[src/rtl/muldiv_hilo_if.sv]
// Issue/result bundle between execute and the HI/LO multiply-divide unit.
// The master issues ops and reads HI/LO; the slave is the unit itself.
interface muldiv_hilo_if;
  logic        op_valid;
  logic [2:0]  op;
  logic [31:0] a;
  logic [31:0] b;
  logic        flush;
  logic        busy;
  logic        done;
  logic [31:0] hi;
  logic [31:0] lo;

  modport master (
    output op_valid, op, a, b, flush,
    input  busy, done, hi, lo
  );

  modport slave (
    input  op_valid, op, a, b, flush,
    output busy, done, hi, lo
  );
endinterface

[src/rtl/muldiv_hilo.sv]
// HI/LO unit: single-cycle multiply, 32-step restoring divide, MTHI/MTLO.
// Divide works on magnitudes; signs are reapplied in the FIX cycle.
module muldiv_hilo (
  input logic          clk,
  input logic          reset,
  muldiv_hilo_if.slave bus
);
  localparam logic [1:0] IDLE = 2'b00;
  localparam logic [1:0] MUL  = 2'b01;
  localparam logic [1:0] DIV  = 2'b10;
  localparam logic [1:0] FIX  = 2'b11;

  localparam logic [2:0] OP_MULT  = 3'b000;
  localparam logic [2:0] OP_MULTU = 3'b001;
  localparam logic [2:0] OP_DIV   = 3'b010;
  localparam logic [2:0] OP_DIVU  = 3'b011;
  localparam logic [2:0] OP_MTHI  = 3'b100;
  localparam logic [2:0] OP_MTLO  = 3'b101;

  logic [1:0]  state;
  logic [31:0] hi_q, lo_q;
  logic [31:0] ma, mb;
  logic        msgn;
  logic [31:0] rem, quo, dvs;
  logic        qneg, rneg, dz;
  logic [5:0]  cnt;

  logic [63:0] ea, eb, prod;
  logic [32:0] trial, diff;
  logic        sgn;
  logic [31:0] amag, bmag;

  always_comb begin
    ea    = {{32{msgn & ma[31]}}, ma};
    eb    = {{32{msgn & mb[31]}}, mb};
    prod  = ea * eb;
    trial = {rem, quo[31]};
    diff  = trial - {1'b0, dvs};
    sgn   = ~bus.op[0];
    amag  = (sgn & bus.a[31]) ? -bus.a : bus.a;
    bmag  = (sgn & bus.b[31]) ? -bus.b : bus.b;
  end

  always_ff @(posedge clk) begin
    if (reset) begin
      state <= IDLE;
      hi_q  <= '0;
      lo_q  <= '0;
      ma    <= '0;
      mb    <= '0;
      msgn  <= 1'b0;
      rem   <= '0;
      quo   <= '0;
      dvs   <= '0;
      qneg  <= 1'b0;
      rneg  <= 1'b0;
      dz    <= 1'b0;
      cnt   <= '0;
    end else if (bus.flush) begin
      state <= IDLE;
    end else begin
      unique case (state)
        IDLE: begin
          if (bus.op_valid) begin
            case (bus.op)
              OP_MTHI: hi_q <= bus.a;
              OP_MTLO: lo_q <= bus.a;
              OP_MULT, OP_MULTU: begin
                ma    <= bus.a;
                mb    <= bus.b;
                msgn  <= sgn;
                state <= MUL;
              end
              OP_DIV, OP_DIVU: begin
                if (bus.b == '0) begin
                  dz    <= 1'b1;
                  state <= FIX;
                end else begin
                  dz    <= 1'b0;
                  quo   <= amag;
                  dvs   <= bmag;
                  rem   <= '0;
                  qneg  <= sgn & (bus.a[31] ^ bus.b[31]);
                  rneg  <= sgn & bus.a[31];
                  cnt   <= '0;
                  state <= DIV;
                end
              end
              default: ;
            endcase
          end
        end
        MUL: begin
          {hi_q, lo_q} <= prod;
          state        <= IDLE;
        end
        DIV: begin
          // quo doubles as the dividend shifter and the quotient collector
          if (!diff[32]) begin
            rem <= diff[31:0];
            quo <= {quo[30:0], 1'b1};
          end else begin
            rem <= trial[31:0];
            quo <= {quo[30:0], 1'b0};
          end
          cnt <= cnt + 6'd1;
          if (cnt == 6'd31) state <= FIX;
        end
        FIX: begin
          if (!dz) begin
            lo_q <= qneg ? -quo : quo;
            hi_q <= rneg ? -rem : rem;
          end
          state <= IDLE;
        end
        default: state <= IDLE;
      endcase
    end
  end

  assign bus.busy = (state != IDLE);
  assign bus.done = !reset && !bus.flush && ((state == MUL) || (state == FIX));
  assign bus.hi   = hi_q;
  assign bus.lo   = lo_q;
endmodule

[src/flat_wrapper.sv]
// flat-port wrapper written by rule: the top's interface ports become plain ports
module muldiv_hilo_flat 
  (clk, reset, bus_op_valid, bus_op, bus_a, bus_b, bus_flush, bus_busy, bus_done, bus_hi, bus_lo);
  muldiv_hilo_if bus_i ();
  input logic clk;
  input logic reset;
  input wire logic [$bits(bus_i.op_valid)-1:0] bus_op_valid;
  input wire logic [$bits(bus_i.op)-1:0] bus_op;
  input wire logic [$bits(bus_i.a)-1:0] bus_a;
  input wire logic [$bits(bus_i.b)-1:0] bus_b;
  input wire logic [$bits(bus_i.flush)-1:0] bus_flush;
  output wire logic [$bits(bus_i.busy)-1:0] bus_busy;
  output wire logic [$bits(bus_i.done)-1:0] bus_done;
  output wire logic [$bits(bus_i.hi)-1:0] bus_hi;
  output wire logic [$bits(bus_i.lo)-1:0] bus_lo;
  assign bus_i.op_valid = bus_op_valid;
  assign bus_i.op = bus_op;
  assign bus_i.a = bus_a;
  assign bus_i.b = bus_b;
  assign bus_i.flush = bus_flush;
  assign bus_busy = bus_i.busy;
  assign bus_done = bus_i.done;
  assign bus_hi = bus_i.hi;
  assign bus_lo = bus_i.lo;
  muldiv_hilo u_core (.clk(clk), .reset(reset), .bus(bus_i));
endmodule
[config.mk]
export PLATFORM = sky130hd
export DESIGN_NAME = muldiv_hilo_flat
export DESIGN_NICKNAME = d
export VERILOG_FILES = /design/src/rtl/muldiv_hilo_if.sv /design/src/rtl/muldiv_hilo.sv /design/src/flat_wrapper.sv
export SDC_FILE = /design/constraint.sdc
export NUM_CORES = 2
export LEC_CHECK = 0
export ABC_AREA = 1
export CORE_MARGIN = 3
export CORE_UTILIZATION = 56
export DETAILED_ROUTE_END_ITERATION = 16
export MAX_ROUTING_LAYER = met4
export PLACE_DENSITY = 0.73
export SYNTH_ARGS = -nofsm -noshare
export SYNTH_HDL_FRONTEND = slang
export SYNTH_SLANG_ARGS = --single-unit
[constraint.sdc]
create_clock -name clk -period 16 [get_ports clk]
set_input_delay 3.2 -clock clk [delete_from_list [all_inputs] [get_ports clk]]
set_output_delay 3.2 -clock clk [all_outputs]
set_load 0.1 [all_outputs]
**Yosys cells after proc, flatten, opt, wreduce, memory -nomap -nowiden**

Index checks and enable logic that the tools add are counted.

- Register bits after elaboration: 236
- Latch bits: 0
- RAM bits: 0
- ROM bits: 0
- Bits of input ports: 71
- Output and inout bits: 66
- Word-level logic and storage cells: 100
- Memories kept: 0

- $add $sub $neg: 6
- Multipliers: 1
- Divide/modulo/power cells: 0
- Magnitude comparators: 0
- Eq/ne operators: 17
- Shift-type cells: 0
- Muxes and demuxes: 32
- Bitwise logic cells: 9
- Reduce and logical (&&, ||, !) cells: 22

Operators with widths:

| operator | number |
|---|---|
| 32-bit 2-to-1 mux | 17 |
| 32-bit case mux with 3 select lines | 2 |
| 32-bit negation | 4 |
| 32-bit case mux with 2 select lines | 2 |
| 33-bit by 33-bit multiplier with 64-bit output | 1 |
| 33-bit by 32-bit subtractor with 33-bit output | 1 |
| 32-bit zero test | 1 |
| 5-bit AND reduction | 4 |
| 6-bit 2-to-1 mux | 3 |
| 2-bit != test, second input constant | 6 |
| 6-bit case mux with 2 select lines | 1 |
| 4-bit AND reduction | 2 |
| 2-bit OR reduction | 4 |
| 6-bit by 1-bit adder with 6-bit output, second input constant | 1 |
| 3-bit by 2-bit == test with 1-bit output, second input constant | 2 |
| 3-bit == test, second input constant | 2 |
| 6-bit by 5-bit == test with 1-bit output, second input constant | 1 |
| 2-bit case mux with 3 select lines | 1 |
| 1-bit AND | 5 |
| 2-bit == test, second input constant | 2 |
| 2-bit 2-to-1 mux | 2 |
| 2-bit case mux with 2 select lines | 1 |
| 2-bit nonzero test | 2 |
| 3-bit by 1-bit == test with 1-bit output, second input constant | 1 |
| other kinds (13) | 19 |

**Logic depth before layout (Yosys ltp)**

- Depth after elaboration: 7
- Mapped depth: 37
- Gate-level depth less buffers: 35

**Least setup slack after synthesis**

Ideal clock, no wire load.

- Path type: input port to output port
- Start: in reset
- End: out bus_done
- Arrival time: 5048 ps
- Required time: 12800 ps
- Path slack: 7752 ps
- Stages on the path: 5
- Path buffers: 2
- Cells stage by stage: clkbuf_1 inv_1 clkbuf_1 nand2_1 nor2_1

- Word-level cells in the longest chain between the ends: 3

Ends and longest elaborated chain:

| item | line | text |
|---|---|---|
| start: declaration | flat_wrapper.sv:6 | `input logic reset;` |
| 1-bit zero test | muldiv_hilo.sv:122 | `assign bus.done = !reset && !bus.flush && ((state == MUL) \|\| (state == FIX));` |
| 1-bit logical AND (2 in a row) | muldiv_hilo.sv:122 |  |
| end: declaration | flat_wrapper.sv:13 | `output wire logic [$bits(bus_i.done)-1:0] bus_done;` |

Every way passes these cells.

**Worst setup path after layout**

- Start: reg u_core.msgn
- End: reg u_core.hi_q[19], in the netlist u_core.bus.hi[19]

- Word-level cells in the longest chain between the ends: 3
- Elaborated cells on any way between the ends: 4
- Classes of those cells: 1 x mul; 1 x mux; 2 x bitwise

Ends and longest elaborated chain:

| item | line | text |
|---|---|---|
| start: declaration | muldiv_hilo.sv:23 | `logic msgn;` |
| start signal: assignment | muldiv_hilo.sv:71 | `msgn <= sgn;` |
| 1-bit AND, on equally long branches | muldiv_hilo.sv:34, muldiv_hilo.sv:35 |  |
| 33-bit by 33-bit multiplier with 64-bit output * | muldiv_hilo.sv:36 | `prod = ea * eb;` |
| 32-bit case mux with 3 select lines * | muldiv_hilo.sv:62 | `unique case (state)` |
| end signal: assignment | muldiv_hilo.sv:66 | `OP_MTHI: hi_q <= bus.a;` |
| end signal: assignment | muldiv_hilo.sv:94 | `{hi_q, lo_q} <= prod;` |
| end signal: assignment | muldiv_hilo.sv:112 | `hi_q <= rneg ? -rem : rem;` |
| end: declaration | muldiv_hilo.sv:21 | `logic [31:0] hi_q, lo_q;` |

Every way passes the cells marked *; elsewhere a longest branch is shown, timed or not.
A chain may end at the register's enable or synchronous reset.

==> impl_metrics.py <==
metrics = {
    "sta": {
        "drv_slew": 0,
        "max_freq_mhz": 106,
        "period_minus_slack_ps": 9450,
        "tightest_slew_ps": 1420,
        "hold_viol": 0,
        "holdWs_ps": 482,
        "period_share_pct": 59.1,
        "rsz0062_at_grt": "false",
        "clock_skew_ps": 34.5,
        "setup_tns_ps": 0,
        "setup_viol": 0,
        "slew_headroom_pct": 4.22,
        "fin_ws_ps": 6550,
    },
    "logic_synthesis": {
        "synth_area_per_cell_um2": 7.41,
        "ys_types": 57,
        "synth_nets": 8880,
        "synth_edf_count": 0,
        "ys_seq_area_share_pct": 8.58,
        "synthArstFlopShare_pct": 0,
        "yosysWarnings": 0,
        "syn_area_mm2": 0.0551,
        "synth_ff_type": "dfxtp_1",
        "netlist_instances": 7434,
        "ys_seq_elements": 236,
    },
    "die": {
        "start_util_pct": 56.7,
        "die_area_mm2": 0.102,
        "rows": 114,
        "core_area_mm2": 0.0971,
        "io_pins": 137,
        "die_y_um": 320,
        "die_w_um": 320,
    },
    "clock_network": {
        "cts.sinks": 236,
        "cts_buffers": 29,
        "cts_root_buf": "clkbuf_16",
        "clk_pin_slew_ps": 70,
        "cts_max_path_buffers": 3,
        "cts_setup_buffers": 0,
        "cts_tree": "yes",
        "cts_resized": 0,
        "cts_hold_buf": 0,
        "htreeDepth": 1,
        "clk-insertion-delay-late_ps": 630,
    },
    "run": {
        "maxCapViolCount": 0,
    },
    "grt": {
        "grt-ovfl-total": 0,
        "antenna_found_initial": 14,
        "grt_pass1_wl_um": 311000,
        "grt_pass1_vias": 50600,
        "grt_max_degree": 149,
        "grt_usage_pct": 41.6,
    },
    "detailed_routing": {
        "wl_per_cell_um": 23.7,
        "firstDrtPassIters": 8,
        "drtIter0Drc": 4981,
        "via_per_inst": 5.72,
        "drc": 0,
        "wl_met3_um": 21500,
        "wl_met2_um": 90900,
        "routed.top_layer": "met4",
        "wl_um": 204000,
        "antenna_left": 0,
        "wl_met1_um": 80900,
        "routed-via-count": 49300,
    },
    "min_path": {
        "hp-class": "reg2reg",
    },
    "cells_and_area": {
        "fin_nets": 8756,
        "syn_to_final_growth_pct": 5.78,
        "final_cell_mix": "inv_1, nand2_1, fa_1",
        "fillCellCount": 9109,
        "final_common_cell": "inv_1",
        "drive_above_1_share_pct": 3.42,
        "postLayoutCoreUtil_pct": 60.0,
    },
    "status": {
        "status": "complete, no violations",
    },
    "critical_path": {
        "critical_path_required_ps": 16480,
        "crit_path_end_kind": "flip-flop",
        "worstPathArrival_ps": 9930,
        "cpPeakStageDelay_ps": 870,
        "start_kind": "flip-flop",
        "cp_slowest_cell": "fa_1",
        "cp_num_buf_inv": 8,
        "crit_family": "adder cells",
        "cp_max_fo": 18,
        "critPathKind": "reg2reg",
    },
    "placed_design": {
        "port_buffers": 136,
        "place.gp.congestion": 1.07,
        "pre_cts_slack_ps": 6680,
        "dp_hpwl_um": 164000,
    },
    "pwr": {
        "ir_drop_v": 0.0000879,
        "p_leak_nw": 31.0,
        "power.density_mw_per_mm2": 35.2,
        "power_mw": 2.05,
    },
}
==> per-layer routing <==
| metal | global-route usage (%) | up-vias |
|---|---|---|
| met1 | 55.1 | 24200 |
| li1 | - | 21600 |
| met2 | 63.0 | 2873 |
| met4 | 17.2 | 0 |
| met3 | 8.09 | 587 |
| met5 | - | - |
==> sequential cells by signal, indices dropped and copies added, names as in the netlist, 2 cells and up <==
register and cells:
u_core.bus.hi 32, u_core.rem 32, u_core.dvs 32, u_core.state 2, u_core.mb 32, u_core.bus.lo 32
u_core.ma 32, u_core.cnt 6, u_core.quo 32
==> where the power goes <==
group          internal [mW]  switching, mW  leakage (nW)
logic                  0.179          0.492          28.6
clock network          0.425          0.319         0.488
registers              0.609         0.0262          1.92
total                   1.21          0.836          31.0
==> cell type report <==
type	instances	area (um^2)	share of cell area, %
Clock buffer	36	772	1.33
Sequential cell	236	4730	8.12
Multi-Input combinational cell	4912	41700	71.6
Tap cell	1276	1600	2.74
Clock inverter	15	234	0.402
Antenna cell	11	27.5	0.0473
Inverter	1908	7160	12.3
Timing Repair Buffer	223	2020	3.46
==> tightest hold or removal path, cell delays in order, from the launching register on <==
cell and delay [ps]:
dfxtp_1 290, inv_1 60, a211oi_1 70
==> worst paths after layout <==
| check | slack [ps] | cells past startpoint | endpoint | from |
|---|---|---|---|---|
| setup / recovery | 6550 | 26 | u_core.bus.hi[19] | u_core.msgn |
| hold / removal | 480 | 2 | u_core.dvs[31] | u_core.dvs[31] |
| setup reg to reg | 6550 | 26 | u_core.bus.hi[19] | u_core.msgn |
| hold reg to reg | 480 | 2 | u_core.dvs[31] | u_core.dvs[31] |
==> metrics by stage <==
step           instances  area (um^2)
2_1_floorplan       7434        55100
3_3_place_gp        8555        57200
3_5_place_dp        8555        57200
4_1_cts             8606        58200
5_1_grt             8617        58200
6_report            8617        58200
==> synthesized netlist by cell type, types with 51 or more instances <==
master,instances,area share [%]
nand4_1,51,0.58
clkbuf_1,340,2.3
inv_1,1897,13
xor2_1,56,0.89
nor2_1,431,2.9
o21ai_0,343,3.1
ha_1,249,5.7
nand2_1,1706,12
fa_1,1126,41
nand3_1,289,2.6
a21oi_1,335,3.0
dfxtp_1,236,8.6
==> logic make-up (layout without fill, tap and decap cells) <==
family / count (synthesis) / count (layout) / synth area share (%)
flip-flops: 236 / 236 / 8.58
AO/OA/AOI/OAI: 841 / 841 / 8.36
adder cells (fa/ha/maj): 1375 / 1375 / 46.6
buffers and inverters: 2286 / 2182 / 15.8
other: 0 / 11 / 0
XOR/XNOR: 77 / 77 / 1.22
AND/OR/NAND/NOR: 2619 / 2619 / 19.5
(Power assumes the default switching activity.)
